### src/rtl/bytes_to_block.sv
// Collects NBYTES strobed words from the GPIO pins into one message block,
// with a strobe synchroniser, one pending-block buffer and a ready/valid output.
module bytes_to_block #(
  parameter int DATA_W      = 8,
  parameter int NBYTES      = 32,
  parameter int MSB_FIRST   = 1,
  parameter int SYNC_STAGES = 2,
  localparam int BLK_W      = DATA_W * NBYTES,
  localparam int CW         = $clog2(NBYTES + 1)
) (
  input  logic              clk,
  input  logic              rst_p,
  input  logic              in_en,
  input  logic [DATA_W-1:0] part_msg1,
  input  logic              load1,
  input  logic              sync_clr,
  input  logic              msg_ready,
  output logic [BLK_W-1:0]  msg,
  output logic              msg_valid,
  output logic              done,
  output logic              overflow,
  output logic [CW-1:0]     byte_cnt
);

  typedef enum logic {COLLECT = 1'b0, FULL = 1'b1} state_t;

  state_t                 state_q, state_d;
  logic [SYNC_STAGES-1:0] sync_q, sync_d;
  logic                   hist_q, hist_d;
  logic [DATA_W-1:0]      word_q, word_d;
  logic                   wr_pend_q, wr_pend_d;
  logic [BLK_W-1:0]       tmp_blk_q, tmp_blk_d;
  logic [CW-1:0]          cnt_q, cnt_d;
  logic [BLK_W-1:0]       msg_q, msg_d;
  logic                   msg_valid_q, msg_valid_d;
  logic                   done_q, done_d;
  logic                   overflow_q, overflow_d;

  logic                   strobe;
  logic                   xfer;
  logic                   accept;
  logic [CW-1:0]          slot;

  // Next-state logic: synchroniser, word capture/write, block transfer, handshake.
  always_comb begin
    sync_d      = {sync_q[SYNC_STAGES-2:0], load1};
    hist_d      = sync_q[SYNC_STAGES-1];
    strobe      = sync_q[SYNC_STAGES-1] & ~hist_q & in_en;
    xfer        = (state_q == FULL) && (!msg_valid_q || msg_ready);
    accept      = msg_valid_q & msg_ready;
    slot        = (MSB_FIRST != 0) ? (CW'(NBYTES - 1) - cnt_q) : cnt_q;

    state_d     = state_q;
    word_d      = word_q;
    wr_pend_d   = wr_pend_q;
    tmp_blk_d   = tmp_blk_q;
    cnt_d       = cnt_q;
    msg_d       = msg_q;
    msg_valid_d = msg_valid_q;
    done_d      = 1'b0;
    overflow_d  = overflow_q;

    if (accept) begin
      msg_valid_d = 1'b0;
    end else begin
      msg_valid_d = msg_valid_q;
    end

    if (sync_clr) begin
      // Resync drops the partial/pending block; the output side is left alone.
      cnt_d      = '0;
      tmp_blk_d  = '0;
      wr_pend_d  = 1'b0;
      overflow_d = 1'b0;
      state_d    = COLLECT;
    end else begin
      case (state_q)
        COLLECT: begin
          if (wr_pend_q) begin
            tmp_blk_d[slot * DATA_W +: DATA_W] = word_q;
            cnt_d     = cnt_q + CW'(1);
            wr_pend_d = 1'b0;
            state_d   = (cnt_q == CW'(NBYTES - 1)) ? FULL : COLLECT;
          end else begin
            state_d = COLLECT;
          end
        end
        FULL: begin
          if (xfer) begin
            msg_d       = tmp_blk_q;
            msg_valid_d = 1'b1;
            done_d      = 1'b1;
            cnt_d       = '0;
            tmp_blk_d   = '0;
            state_d     = COLLECT;
          end else begin
            state_d = FULL;
          end
        end
        default: state_d = COLLECT;
      endcase

      // A strobe in the transfer cycle is kept and lands in slot 0 next.
      if (strobe) begin
        if ((state_q == FULL) && !xfer) begin
          overflow_d = 1'b1;
        end else begin
          word_d    = part_msg1;
          wr_pend_d = 1'b1;
        end
      end else begin
        overflow_d = overflow_d;
      end
    end
  end

  // State register with synchronous reset.
  always_ff @(posedge clk) begin
    if (rst_p) begin
      state_q     <= COLLECT;
      sync_q      <= '0;
      hist_q      <= 1'b0;
      word_q      <= '0;
      wr_pend_q   <= 1'b0;
      tmp_blk_q   <= '0;
      cnt_q       <= '0;
      msg_q       <= '0;
      msg_valid_q <= 1'b0;
      done_q      <= 1'b0;
      overflow_q  <= 1'b0;
    end else begin
      state_q     <= state_d;
      sync_q      <= sync_d;
      hist_q      <= hist_d;
      word_q      <= word_d;
      wr_pend_q   <= wr_pend_d;
      tmp_blk_q   <= tmp_blk_d;
      cnt_q       <= cnt_d;
      msg_q       <= msg_d;
      msg_valid_q <= msg_valid_d;
      done_q      <= done_d;
      overflow_q  <= overflow_d;
    end
  end

  assign msg       = msg_q;
  assign msg_valid = msg_valid_q;
  assign done      = done_q;
  assign overflow  = overflow_q;
  assign byte_cnt  = cnt_q;

endmodule

### config.mk
export PLATFORM = sky130hd
export DESIGN_NAME = bytes_to_block
export DESIGN_NICKNAME = d
export VERILOG_FILES = /design/src/rtl/bytes_to_block.sv
export SDC_FILE = /design/constraint.sdc
export NUM_CORES = 1
export LEC_CHECK = 0
export ABC_AREA = 0
export CORE_MARGIN = 2
export CORE_UTILIZATION = 30
export DETAILED_ROUTE_END_ITERATION = 12
export DONT_BUFFER_PORTS = 1
export HOLD_SLACK_MARGIN = 0.05
export PLACE_DENSITY = 0.49
export REMOVE_ABC_BUFFERS = 1
export SYNTH_ARGS = -nofsm -noshare
export SYNTH_HDL_FRONTEND = slang
export SYNTH_SLANG_ARGS = --single-unit
### constraint.sdc
create_clock -name clk -period 4 [get_ports clk]
set_clock_uncertainty 0.1 [all_clocks]
set_input_delay 0.2 -clock clk [delete_from_list [all_inputs] [get_ports clk]]
set_output_delay 0.2 -clock clk [all_outputs]
set_load 0.005 [all_outputs]
# After elaboration in Yosys (flattened, before gate mapping)
# Index checks and enable logic that the tools add are counted.
# totals
ff_bits	534
latchBits	0
ram_bits	0
romBits	0
output_inout_bits	265
elab_cells	56
n_memories	0
# op_classes
addsub	3
n_mul	0
n_div	0
n_lt_le_gt_ge	0
n_eq_ne	3
n_shift	2
mux	19
bitwise	7
reduce_logical	11
# op_table
op	n
two-way mux 256 bit	2
one-hot mux 256 bit (2 select lines)	1
bitwise mux 256 bit	1
variable shift 8 x 34 -> 256 bit, first input constant	1
indexed part select 8 x 34 -> 256 bit	1
negation 9 -> 34 bit	1
two-way mux 6 bit	2
one-hot mux 6 bit (2 select lines)	1
two-way mux 1 bit	11
adder 6 x 1 -> 6 bit, second input constant	1
equality test 6 x 5 -> 1 bit, second input constant	1
AND reduction 3 bit	2
subtractor 5 x 6 -> 6 bit, first input constant	1
NOT 1 bit	4
AND reduction 2 bit	2
AND 1 bit	3
OR reduction 3 bit	1
logical AND 1 bit	2
logical NOT 1 bit	2
inequality test 2 x 1 -> 1 bit, second input constant	1
inequality test 2 bit, second input constant	1
one-hot mux 1 bit (2 select lines)	1
OR reduction 2 bit	1
logical OR 1 bit	1

# Longest topological paths before layout
# logic_depth
ltp_word	7
depth_mapped	12
ltp_nobuf	8

# Worst setup path before layout
# No wires, ideal clock.
# synth_timing
path_type	register to register
startpoint	register cnt_q[3], in the netlist byte_cnt[3]
endpoint	register tmp_blk_q[177]
setup_time_ps	116
t_arrival_ps	2468
required_ps	3784
slack_ps	1316
stages_incl_launch_ff	13
path_buffers	4
synth_period_minus_slack_ps	2684
cell_sequence	dfxtp_1 buf_4 nand2_1 nor2_1 ha_1 inv_1 a31o_2 buf_2 nand2_1 buf_2 buf_1 nor4_1 a31o_2
# synth_via
elab_chain_len	6
elab_cells_between_ends	7
classes_between	add/sub (2); shift (2); mux (3)
# synth_rtl
element	line_no	rtl
start, declared	33	logic [CW-1:0] cnt_q, cnt_d;
start signal, assigned	138	cnt_q <= cnt_d;
subtractor 5 x 6 -> 6 bit (*)	51	slot = (MSB_FIRST != 0) ? (CW'(NBYTES - 1) - cnt_q) : cnt_q;
negation 9 -> 34 bit (*)	80	tmp_blk_d[slot * DATA_W +: DATA_W] = word_q;
indexed part select 8 x 34 -> 256 bit or variable shift 8 x 34 -> 256 bit (tied branches)	80	
bitwise mux 256 bit (*)	80	
two-way mux 256 bit (*)	79	if (wr_pend_q) begin
one-hot mux 256 bit (2 select lines) (*)	77	case (state_q)
end signal, assigned	137	tmp_blk_q <= tmp_blk_d;
end, declared	32	logic [BLK_W-1:0] tmp_blk_q, tmp_blk_d;
# Mark *: on every way between the ends. The rest lies on a longest branch, timed or not. The select of a mux whose other input is x is not followed.
# A chain may end at the register's enable or synchronous reset.

# Final worst setup path
# layout_timing
startpoint	register cnt_q[1], in the netlist byte_cnt[1]
endpoint	register tmp_blk_q[149]
# Same word-level chain as after synthesis.

==> flow_summary_export.csv <==
group,metric,value,unit
route,drt_first_pass_iters,5,
grt,grt_pass1_vias,15037,
clocking,cts-root-buf,"clkbuf_16",
critical_path,max_stage_delay,610,ps
sta,fmaxAchievable,290,MHz
critical_path,cp_max_fo,22,
sta,finalSetupViolations,0,
route,routed_via_density,5.09,
yosys,syn_area_per_cell,9.02,sq um
yosys,yosys_warnings,0,
route,route.detailed.drc,0,
grt,grt.overflow.total,0,
yosys,seq_area_frac_synth,0.560,
placement,gp_congestion,0.879,
critical_path,arrival,3850,ps
critical_path,critical_path.cell_chain,"ha_1 -> xor2_1 -> o311a_1 -> and2_1 -> buf_4 -> a21oi_2 -> a22o_1",
floorplan,num_rows,92,
critical_path,critical_path_required,4410,ps
yosys,netlist_top_cells_area,"dfxtp_1, nand2_1, a21oi_1",
route,antenna_left,0,
yosys,synth_top_area_frac,0.560,
route,drt_iter0_drc,1006,
pwr,power_density,486,mW/mm^2
sta,rsz0062_at_grt,"no",
clocking,cts_tree,"yes",
grt,grt_usage,0.194,
critical_path,cp-start-kind,"flip-flop",
layout,syn_to_final_growth,17.7,%
layout,finalNetCount,2139,
grt,grt_max_degree,219,
min_path,worst_hold_path_type,"input pin to flip-flop",
floorplan,start_util,0.303,
sta,post-route-period-util,0.861,
yosys,async_reset_ff_frac,0,
clocking,cts_resized,0,
critical_path,slowest_stage,"ha_1",
clocking,cts_hold_buf,65,
layout,final_cell_area,0.0225,sq mm
clocking,worstSkewPairLatency,610,ps
sta,hold_viol,0,
yosys,synth_top_flop_cell,"dfxtp_1",
sta,hold_slack,35.0,ps
sta,relSlewSlack,0.296,
yosys,synth-seq-cells,534,
run_status,status,"complete, no violations",
floorplan,coreArea,0.0630,sq mm
floorplan,dieArea,0.0657,sq mm
yosys,synth_cell_types,70,
clocking,clk_pin_slew,60,ps
floorplan,io_pins,279,
clocking,ctsHtreeMaxLevel,2,
yosys,synth_most_common_cell,"nand2_1",
route,vias,15353,
layout,post-route-util,0.357,
placement,hpwlAfterDp,42900,microns
pwr,p_leak,7.73,nW
floorplan,die_w,256,microns
pwr,ir_drop,0.304,mV
yosys,syn-cell-area,0.0191,sq mm
clocking,cts_buffers,58,
run,cap_violations,0,
grt,grt_first_pass_wirelength,98500,microns
clocking,cts_num_sinks,534,
clocking,clockBufferDepth,3,
clocking,post_cts_buffers,0,
yosys,synth_common_cells,"nand2_1, dfxtp_1, a21oi_1, clkbuf_1, a22o_1",
sta,drv_slew,0,
route,wl,65800,microns
critical_path,crit_type,"flip-flop to flip-flop",
yosys,syn_inst,2117,
pwr,power,10.9,mW
sta,finalCriticalPeriod,3440,ps
layout,drive_above_1_share,0.0904,
route,wl_per_cell,21.8,microns
yosys,yosysTopAreaCell,"dfxtp_1",
grt,antenna_found_initial,3,
floorplan,die_y,256,microns
yosys,synth-edff-count,0,
sta,worstMarginPinSlew,1060,ps
sta,setup_tns,0,ps
placement,dpl_cell_area,0.0199,sq mm
placement,port_buffers,0,
critical_path,rrSetupSlack,560,ps
critical_path,cp-end-kind,"flip-flop",
layout,fill_cells,6484,
-- layer usage --
metal,track usage,vias to the layer above,part of all wire,routed length [microns]
met4,0.0541,4,0.025,1630
met1,0.249,7464,0.44,28600
met5,0,-,0.00041,27
met2,0.315,413,0.46,30500
met3,0.0580,111,0.075,4960
li1,-,7361,-,-
-- critical path: cells and delay by family (launching register included) --
kind	cells	cell delay (ps)
AOI/OAI and AO/OA	3	960
adders and majority gates	1	610
DFF	1	600
xor gates and xnor gates	1	420
buffers and inverters	1	330
and+or+nand+nor	1	310
-- stage by stage --
step,setup WS (ps),instances
CTS,584,3013
finish,557,3014
global placement,656,2843
global route,247,3014
detailed placement,614,2843
floorplan,-4970,1960
-- layout make-up --
class	count	area, sq um	share of cell area
clock buffers	89	1750	0.0778
well taps	846	1060	0.0471
flip-flops and latches	534	10700	0.476
diodes	1	2.50	0.000111
clock inverters	16	193	0.00857
multi-input cells	1423	7790	0.346
inverters	3	11.3	0.000501
repair buffers	102	983	0.0438
-- registers in the layout, indices dropped and copies added, names as in the netlist --
signal / count
byte_cnt: 6
sync_q: 2
overflow: 1
hist_q: 1
word_q: 8
done: 1
msg_valid: 1
msg: 256
state_q: 1
wr_pend_q: 1
tmp_blk_q: 256
-- logic make-up after synthesis --
| family | synth area share |
|---|---|
| AOI/OAI and AO/OA | 0.182 |
| buffers and inverters | 0.0339 |
| adders and majority gates | 0.00197 |
| and+or+nand+nor | 0.189 |
| muxes | 0.0314 |
| DFF | 0.560 |
| xor gates and xnor gates | 0.00177 |
-- worst paths after layout --
path	startpoint	to	cells past startpoint
max	byte_cnt[1]$_SDFFE_PP0P_	tmp_blk_q[149]$_SDFFE_PP0P_	7
min	rst_p	sync_q[0]$_SDFF_PP0_	2
max reg2reg	byte_cnt[1]$_SDFFE_PP0P_	tmp_blk_q[149]$_SDFFE_PP0P_	7
min reg2reg	tmp_blk_q[32]$_SDFFE_PP0P_	msg[32]$_SDFFE_PP0P_	2
-- cells in the final DEF, fill, tap and decap left out, drive strengths merged, types with 10 or more instances in the layout --
master / netlist / routed
o2bb2ai: 29 / 29
nand2: 625 / 625
a21oi: 272 / 272
nor2: 62 / 62
dlygate4sd3: 0 / 64
a32o: 25 / 25
and2: 14 / 14
nand3: 34 / 34
dfxtp: 534 / 534
nor3: 27 / 27
clkinv: 1 / 10
nor4: 31 / 31
a31o: 31 / 31
o21ai: 19 / 19
mux2i: 57 / 57
clkbuf: 133 / 89
a22o: 93 / 93
buf: 24 / 38
-- power by group --
part,internal [mW],switching [mW],leakage (nW)
logic,0.0309,0.127,2.47
clock network,3.25,2.19,0.955
registers,5.32,0.00395,4.30
No activity file was read; power rests on OpenSTA's default activity.
